$ cat src/rtl/fall_edge_event_arbiter_pkg.sv
// Shared types and the round-robin search helper for the falling-edge event arbiter.
package edge_arb_pkg;

  typedef enum logic [0:0] {
    ST_IDLE  = 1'b0,
    ST_OFFER = 1'b1
  } state_t;

  localparam int N_DEFAULT = 4;
  localparam int N_MAX     = 16;
  localparam int IDX_W     = 4;

  typedef struct packed {
    logic             found;
    logic [IDX_W-1:0] index;
  } rr_result_t;

  // First set bit of pend at or after ptr, wrapping modulo n (n <= N_MAX).
  function automatic rr_result_t rr_search(input logic [N_MAX-1:0] pend,
                                           input logic [IDX_W-1:0] ptr,
                                           input int n);
    rr_result_t res;
    logic [IDX_W:0] idx;
    res.found = 1'b0;
    res.index = '0;
    for (int off = 0; off < N_MAX; off++) begin
      idx = {1'b0, ptr} + 5'(off);
      idx = (idx >= 5'(n)) ? idx - 5'(n) : idx;
      if ((off < n) && !res.found && pend[idx[IDX_W-1:0]]) begin
        res.found = 1'b1;
        res.index = idx[IDX_W-1:0];
      end else begin
        res = res;
      end
    end
    return res;
  endfunction

endpackage

$ cat src/rtl/fall_edge_event_arbiter_if.sv
// Valid/ready event channel between the arbiter (master) and its consumer (slave).
interface fall_edge_event_arbiter_if #(
  parameter int IDW = 2
);
  logic           evt_valid;
  logic [IDW-1:0] evt_id;
  logic           evt_ready;

  modport master (output evt_valid, output evt_id, input evt_ready);
  modport slave  (input evt_valid, input evt_id, output evt_ready);
endinterface

$ cat src/rtl/fall_edge_event_arbiter_cell.sv
// Single-channel registered falling-edge detector with enable.
module fall_edge_cell (
  input  logic clk,
  input  logic rst,
  input  logic d,
  input  logic en,
  output logic fall
);
  logic d_q_r;

  // Previous-cycle sample of the line; resets low so no edge follows reset.
  always_ff @(posedge clk or negedge rst) begin
    if (!rst) begin
      d_q_r <= 1'b0;
    end else begin
      d_q_r <= d;
    end
  end

  assign fall = d_q_r & ~d & en;
endmodule

$ cat src/rtl/fall_edge_event_arbiter.sv
// Latches per-line falling edges and offers them one at a time, round-robin,
// over a valid/ready channel.
module fall_edge_event_arbiter
  import edge_arb_pkg::*;
#(
  parameter int N   = N_DEFAULT,
  parameter int IDW = $clog2(N)
) (
  input  logic                     clk,
  input  logic                     rst,
  input  logic [N-1:0]             D,
  input  logic [N-1:0]             en,
  fall_edge_event_arbiter_if.master evt,
  output logic [N-1:0]             pending,
  output logic [N-1:0]             overflow,
  input  logic                     ovf_clr
);
  state_t           state_r, state_n_s;
  logic [N-1:0]     pending_r, pending_n_s, overflow_r, overflow_n_s;
  logic [N-1:0]     fall_s, clr_mask_s;
  logic [IDW-1:0]   ptr_r, ptr_n_s, id_r, id_n_s, win_s;
  logic             valid_r, valid_n_s, load_s;
  logic [N_MAX-1:0] pend_ext_s;
  logic [IDX_W-1:0] ptr_ext_s;
  rr_result_t       rr_s;

  for (genvar i = 0; i < N; i++) begin : g_cell
    fall_edge_cell u_cell (
      .clk  (clk),
      .rst  (rst),
      .d    (D[i]),
      .en   (en[i]),
      .fall (fall_s[i])
    );
  end

  // Round-robin winner among currently latched events.
  always_comb begin
    pend_ext_s             = '0;
    pend_ext_s[N-1:0]      = pending_r;
    ptr_ext_s              = '0;
    ptr_ext_s[IDW-1:0]     = ptr_r;
    rr_s                   = rr_search(pend_ext_s, ptr_ext_s, N);
    win_s                  = IDW'(rr_s.index);
  end

  // Offer FSM: loads a winner when idle or on handshake, so events stream without bubbles.
  always_comb begin
    state_n_s = state_r;
    valid_n_s = valid_r;
    id_n_s    = id_r;
    load_s    = 1'b0;
    case (state_r)
      ST_IDLE: begin
        if (rr_s.found) begin
          load_s    = 1'b1;
          state_n_s = ST_OFFER;
          valid_n_s = 1'b1;
          id_n_s    = win_s;
        end else begin
          valid_n_s = 1'b0;
        end
      end
      ST_OFFER: begin
        if (evt.evt_ready && rr_s.found) begin
          load_s = 1'b1;
          id_n_s = win_s;
        end else if (evt.evt_ready) begin
          state_n_s = ST_IDLE;
          valid_n_s = 1'b0;
        end else begin
          valid_n_s = 1'b1;
        end
      end
      default: begin
        state_n_s = ST_IDLE;
        valid_n_s = 1'b0;
      end
    endcase
  end

  // Pending/overflow/pointer next state; a same-cycle edge beats the load clear.
  always_comb begin
    clr_mask_s = '0;
    if (load_s) begin
      clr_mask_s[win_s] = 1'b1;
      ptr_n_s = (win_s == IDW'(N - 1)) ? '0 : win_s + 1'b1;
    end else begin
      ptr_n_s = ptr_r;
    end
    pending_n_s  = (pending_r & ~clr_mask_s) | fall_s;
    overflow_n_s = (ovf_clr ? '0 : overflow_r) | (fall_s & pending_r & ~clr_mask_s);
  end

  // State registers.
  always_ff @(posedge clk or negedge rst) begin
    if (!rst) begin
      state_r    <= ST_IDLE;
      valid_r    <= 1'b0;
      id_r       <= '0;
      ptr_r      <= '0;
      pending_r  <= '0;
      overflow_r <= '0;
    end else begin
      state_r    <= state_n_s;
      valid_r    <= valid_n_s;
      id_r       <= id_n_s;
      ptr_r      <= ptr_n_s;
      pending_r  <= pending_n_s;
      overflow_r <= overflow_n_s;
    end
  end

  assign evt.evt_valid = valid_r;
  assign evt.evt_id    = id_r;
  assign pending       = pending_r;
  assign overflow      = overflow_r;
endmodule

$ cat src/flat_wrapper.sv
// flat-port wrapper written by rule: the top's interface ports become plain ports
module fall_edge_event_arbiter_flat import edge_arb_pkg::*;
#(
  parameter int N   = N_DEFAULT,
  parameter int IDW = $clog2(N)
)
  (clk, rst, D, en, pending, overflow, ovf_clr, evt_evt_valid, evt_evt_id, evt_evt_ready);
  fall_edge_event_arbiter_if #(.IDW(IDW)) evt_i ();
  input  logic clk;
  input  logic rst;
  input  logic [N-1:0] D;
  input  logic [N-1:0] en;
  output logic [N-1:0] pending;
  output logic [N-1:0] overflow;
  input  logic ovf_clr;
  output wire logic [$bits(evt_i.evt_valid)-1:0] evt_evt_valid;
  output wire logic [$bits(evt_i.evt_id)-1:0] evt_evt_id;
  input wire logic [$bits(evt_i.evt_ready)-1:0] evt_evt_ready;
  assign evt_evt_valid = evt_i.evt_valid;
  assign evt_evt_id = evt_i.evt_id;
  assign evt_i.evt_ready = evt_evt_ready;
  fall_edge_event_arbiter #(.N(N), .IDW(IDW)) u_core (.clk(clk), .rst(rst), .D(D), .en(en), .evt(evt_i), .pending(pending), .overflow(overflow), .ovf_clr(ovf_clr));
endmodule
$ cat config.mk
export PLATFORM = sky130hd
export DESIGN_NAME = fall_edge_event_arbiter_flat
export DESIGN_NICKNAME = d
export VERILOG_FILES = /design/src/rtl/fall_edge_event_arbiter_pkg.sv /design/src/rtl/fall_edge_event_arbiter_if.sv /design/src/rtl/fall_edge_event_arbiter_cell.sv /design/src/rtl/fall_edge_event_arbiter.sv /design/src/flat_wrapper.sv
export SDC_FILE = /design/constraint.sdc
export NUM_CORES = 1
export LEC_CHECK = 0
export ABC_AREA = 0
export BUFFER_PORTS_ARGS = -buffer_cell sky130_fd_sc_hd__buf_4
export CAP_MARGIN = 20
export CORE_MARGIN = 8
export CORE_UTILIZATION = 50
export DETAILED_ROUTE_END_ITERATION = 6
export PLACE_DENSITY = 0.75
export SLEW_MARGIN = 10
export SYNTH_ARGS = -nofsm -noshare
export SYNTH_HDL_FRONTEND = slang
export SYNTH_SLANG_ARGS = --single-unit
$ cat constraint.sdc
create_clock -name clk -period 3 [get_ports clk]
set_clock_uncertainty 0.2 [all_clocks]
set_input_delay 0.6 -clock clk [delete_from_list [all_inputs] [get_ports clk]]
set_output_delay 0.6 -clock clk [all_outputs]
set_load 0.05 [all_outputs]
* Word-level counts from Yosys, hierarchy flattened
Cells that the tools add are included.
Storage, ports and cells: output and inout port bits 11, register bits after elaboration 18
Cells by class: $lt $le $gt $ge 10, add/subtract/negate cells 8, equal/unequal tests 4, multiplexer cells 32, bitwise gates (word level) 19, reductions and logical operators 9
Operator list (number):
- 4-bit 2-to-1 mux | 6
- 4-bit by 5-bit < comparator with 1-bit output (second input constant) | 4
- 5-bit 2-to-1 mux | 4
- 1-bit binary-select mux with 4-bit select | 4
- 5-bit by 3-bit greater-or-equal comparator with 1-bit output (second input constant) | 3
- 4-bit AND | 3
- 4-bit by 3-bit subtractor with 4-bit output (second input constant) | 3
- 1-bit 2-to-1 mux | 10
- 1-bit AND | 8
- 4-bit OR | 2
- 2-bit by 2-bit adder with 3-bit output (second input constant) | 2
- 2-bit 2-to-1 mux | 3
- 1-bit case mux with 2 select lines | 3
- 1-bit logical AND | 5
- 1-bit NOT | 5
- 2-bit != test (second input constant) | 2
- 4-bit NOT | 1
- 2-bit case mux with 2 select lines | 1
- 2-bit by 3-bit subtractor with 4-bit output (second input constant) | 1
- 2-bit by 1-bit adder with 3-bit output (second input constant) | 1
- 2-bit by 3-bit greater-or-equal comparator with 1-bit output (second input constant) | 1
- 1-bit logical NOT | 3
- 2-bit by 3-bit < comparator with 1-bit output (second input constant) | 1
- 2-bit by 1-bit adder with 2-bit output (second input constant) | 1
- other kinds (5) | 5

* Depth between registers and ports, before layout
depth after elaboration 22, mapped depth 12, depth with buffers taken out 11

* Modules after synthesis
Synthesis repeated with hierarchy kept, for this count alone.
Second synthesis, totals: cells, all modules 90, area total of the unflattened synthesis 1049.8 µm²
By module, submodules not included:
- fall_edge_event_arbiter | instances 1, cells each 82, area an instance 914.6 µm², sequential area each 350.3 µm²
- fall_edge_cell | instances 4, cells each 2, area an instance 33.8 µm², sequential area each 25.0 µm²

* Worst setup path before layout
Ideal clock, no wire load.
path type register to register, from register u_core.ptr_r[0], to register u_core.overflow_r[3], in the netlist u_core.overflow[3], data arrival time 2.296 ns, setup time 0.127 ns, stages on the path, launching flop included 13, data required time 2.673 ns, buffers on the path 1, path slack 0.377 ns, cells stage by stage dfrtp_1 -> buf_6 -> inv_1 -> ha_1 -> a211o_1 -> a22oi_1 -> nor2_1 -> xnor2_1 -> nor2b_1 -> ha_1 -> inv_1 -> o21ai_1 -> o22ai_1
Between the ends: longest elaborated chain between the ends 22, elaborated cells on any way between the ends 46, classes of those cells 7 x add/sub; 6 x order compare; 22 x mux; 3 x bitwise; 8 x reduce/logical
Ends and longest elaborated chain:
- start: declaration | RTL line fall_edge_event_arbiter.sv:21 | logic [IDW-1:0] ptr_r, ptr_n_s, id_r, id_n_s, win_s;
- start signal: assignment | RTL line fall_edge_event_arbiter.sv:108 | ptr_r <= ptr_n_s;
- parallel branches: the longest is 13 deep, another holds 4-bit by 3-bit subtractor with 4-bit output
- 5-bit 2-to-1 mux (*) | RTL line fall_edge_event_arbiter_pkg.sv:29 | if ((off < n) && !res.found && pend[idx[IDX_W-1:0]]) begin
- 2-bit by 3-bit < comparator with 1-bit output (implied by the code) / 2-bit by 1-bit greater-or-equal comparator with 1-bit output (equally long branches) | RTL line fall_edge_event_arbiter.sv:86 | clr_mask_s[win_s] = 1'b1;
- 1-bit logical AND (implied by the code) | RTL line fall_edge_event_arbiter.sv:86
- 1-bit 2-to-1 mux (implied by the code) | RTL line fall_edge_event_arbiter.sv:86
- 1-bit demux with 2-bit select
- 4-bit 2-to-1 mux (*) | RTL line fall_edge_event_arbiter.sv:85 | if (load_s) begin
- 4-bit NOT (*) | RTL line fall_edge_event_arbiter.sv:92 | overflow_n_s = (ovf_clr ? '0 : overflow_r) | (fall_s & pending_r & ~clr_mask_s);
- 4-bit AND (*) | RTL line fall_edge_event_arbiter.sv:92
- 4-bit OR (*) | RTL line fall_edge_event_arbiter.sv:92
- net u_core.overflow_n_s[3] | RTL line fall_edge_event_arbiter.sv:19 | logic [N-1:0] pending_r, pending_n_s, overflow_r, overflow_n_s;
- end signal: assignment | RTL line fall_edge_event_arbiter.sv:110 | overflow_r <= overflow_n_s;
- end: declaration | RTL line fall_edge_event_arbiter.sv:19
Mark *: on every way through the listed nets, which the timed path passes. The select of a mux whose other input is x is not followed. A chain may end at the register's enable or synchronous reset.

* Final worst setup path
from register u_core.ptr_r[1], to register u_core.overflow_r[3], in the netlist u_core.overflow[3]
The elaborated chain is that of the path after synthesis.

==> results.json <==
{
  "status": "completed",
  "worstSetupPathType": "flop to flop",
  "fmax_mhz": 359,
  "grt_pass1_vias": 757,
  "portBuffers": 22,
  "cp_data_arrival_time_ns": 2.76,
  "fp.dieW_um": 60.0,
  "slew_viol_final": 0,
  "synth_area_um2": 970,
  "rows": 16,
  "cts.path.max_buffers": 2,
  "cts-root-buf": "clkbuf_4",
  "wire_per_inst_um": 14.3,
  "period_minus_slack_ns": 2.79,
  "place_inst": 141,
  "endpoint_kind": "flop",
  "min_period_over_period_pct": 93.0,
  "timing.hold.ws_ns": 0.213,
  "cts_hold_buf": 1,
  "synth_seq_cells": 18,
  "ctsHtreeMaxLevel": 1,
  "synth-edff-count": 0,
  "ys_types": 27,
  "max_stage_delay_ns": 0.43,
  "die_y_um": 60.0,
  "worst_pin_slew_ns": 0.374,
  "async_flop_share_pct": 100,
  "clk_latency_ns": 0.29,
  "dp_hpwl_um": 1650,
  "numCtsBuffers": 3,
  "diodes": 0,
  "slowest_stage": "dfrtp_1",
  "via_per_inst": 5.21,
  "clk_pin_slew_ns": 0.10,
  "ys.flop_type": "dfrtp_1",
  "ioPinCount": 23,
  "yosysSeqAreaShare_pct": 46.5,
  "drt_iter0_markers": 18,
  "hold_violations": 0,
  "instances_no_fill": 145,
  "core-area_um2": 1900,
  "synth_nets": 112,
  "initial_core_util_pct": 51.0,
  "cp_num_buf_inv": 2,
  "fin_setup_tns_ns": 0,
  "start_kind": "flop",
  "drv_cap": 0,
  "cp_cell_sequence": "inv_1 > ha_1 > a211o_1 > a22oi_1 > nor2_1 > xnor2_1 > nor2b_1 > ha_1 > inv_1 > o21ai_1 > o22ai_1",
  "nNetsFinal": 140,
  "crit_family": "compound AO/OA/AOI/OAI gates",
  "antenna_found_initial": 0,
  "avgSynthCellArea_um2": 10.5,
  "max-slew-margin-rel_pct": 74.9,
  "grtUsageTotal_pct": 12.5,
  "yosysWarnings": 0,
  "finalWirelength_um": 2070,
  "cts.sinks": 18,
  "drive_gt1_share_pct": 25.4,
  "grt_overflow_total": 0,
  "area_growth_pct": 23.5,
  "setup_viol": 0,
  "syn_inst": 92,
  "drc": 0,
  "vias": 756,
  "grt_setup_unrepaired": "false",
  "grt_pass1_wl_um": 3330,
  "hp-class": "input pin to flop",
  "worstPathRequired_ns": 2.97,
  "die_area_um2": 3600,
  "antenna_left": 0,
  "grt_max_degree": 19,
  "drt_pre_antenna_iters": 4,
  "postCtsSetupBuffers": 0,
  "cp_max_fo": 5,
  "cts_tree": "done",
  "cts_resized": 0,
  "globalplace.congestion": 0.902
}
final timing paths:
| path | start | slack, ns | cells past startpoint | to |
|---|---|---|---|---|
| setup / recovery | u_core.ptr_r[1]$_DFFE_PN0P_ | 0.21 | 11 | u_core.overflow[3]$_DFF_PN0_ |
| hold / removal | D[2] | 0.21 | 1 | u_core.g_cell[2].u_cell.d_q_r$_DFF_PN0_ |
| setup reg to reg | u_core.ptr_r[1]$_DFFE_PN0P_ | 0.21 | 11 | u_core.overflow[3]$_DFF_PN0_ |
| hold reg to reg | u_core.g_cell[3].u_cell.d_q_r$_DFF_PN0_ | 0.31 | 2 | u_core.pending[3]$_DFF_PN0_ |
| max in group asynchronous | rst | 1.89 | 2 | u_core.evt.evt_valid$_DFFE_PN0P_ |
| min in group asynchronous | rst | 0.50 | 2 | u_core.g_cell[0].u_cell.d_q_r$_DFF_PN0_ |
area by class of cell:
class / instances / area (µm²)
fillers: 168 / 704
well taps: 27 / 33.8
clock buffers: 3 / 22.5
multi-input cells: 61 / 463
flip-flops and latches: 18 / 450
inverters: 12 / 45.0
repair buffers: 24 / 183
cell usage after synthesis (2+ instances only):
cell      count  area share, %
a211o_1       2            1.8
dfrtp_1      18             46
ha_1          8             10
inv_1        12            4.6
mux2i_1       4            4.1
nand2_1      10            3.9
nand2b_1      2            1.3
nand3b_1      5            3.9
nor2_1        2           0.77
nor2b_1       2            1.3
o21ai_0       4            2.1
o21ai_1       4            2.1
o22ai_1       4            2.6
o31ai_1       2            1.5
cells by family (layout without fill, tap and decap cells):
logic type	Yosys count	in the layout	share of synthesized area [%]
AOI/OAI and AO/OA	22	22	16.6
buffers and inverters	13	39	5.81
xor gates and xnor gates	1	1	0.903
muxes	5	5	5.68
DFF	18	18	46.5
and+or+nand+nor	25	25	14.2
adders and majority gates	8	8	10.3
routing by layer:
layer / global-route usage [%] / vias to the layer above / wire [µm] / share of wire [%]
met2: 20.5 / 23 / 1040 / 50
met4: 6.46 / 0 / 36 / 1.7
met3: 4.09 / 5 / 120 / 5.8
met5: 0 / - / 0 / 0
li1: - / 370 / - / -
met1: 14.0 / 358 / 874 / 42
placed cells by master, fill, tap and decap left out:
cell | synthesis | layout
o21ai_4 | 1 | 1
inv_1 | 12 | 12
a21oi_1 | 1 | 1
dfrtp_1 | 18 | 18
a211o_1 | 2 | 2
buf_4 | 0 | 23
o32ai_2 | 1 | 1
and2_1 | 1 | 1
and2b_1 | 1 | 1
nand3b_1 | 5 | 5
dlygate4sd3_1 | 0 | 1
nor2_1 | 2 | 2
mux2_4 | 1 | 1
nand2b_1 | 2 | 2
o21ai_1 | 4 | 4
nand3_2 | 1 | 1
mux2i_1 | 4 | 4
a221o_1 | 1 | 1
nand2_1 | 10 | 10
xnor2_1 | 1 | 1
ha_1 | 8 | 8
o31ai_1 | 2 | 2
clkbuf_4 | 0 | 3
o21ai_0 | 4 | 4
or3_1 | 1 | 1
nor2b_1 | 2 | 2
a22o_1 | 1 | 1
a22oi_1 | 1 | 1
o22ai_1 | 4 | 4
sequential cells by signal, indices dropped and copies added (netlist names):
signal / cells
u_core.g_cell.u_cell.d_q_r: 4
u_core.evt.evt_valid: 1
u_core.evt.evt_id: 2
u_core.state_r: 1
u_core.ptr_r: 2
u_core.overflow: 4
u_core.pending: 4
stage by stage:
step	setup slack [ns]	instance area (µm²)	util [%]
after CTS	0.227	1200	63.0
after detailed placement	0.275	1160	61.3
after floorplan	0.377	970	-
after global placement	0.386	1160	61.3
after global routing	0.0242	1200	63.0
final	0.211	1200	63.0
Power is left out: the tool's default activity adds up to more than one toggle a clock period on the data nets, which glitch-free logic cannot reach.
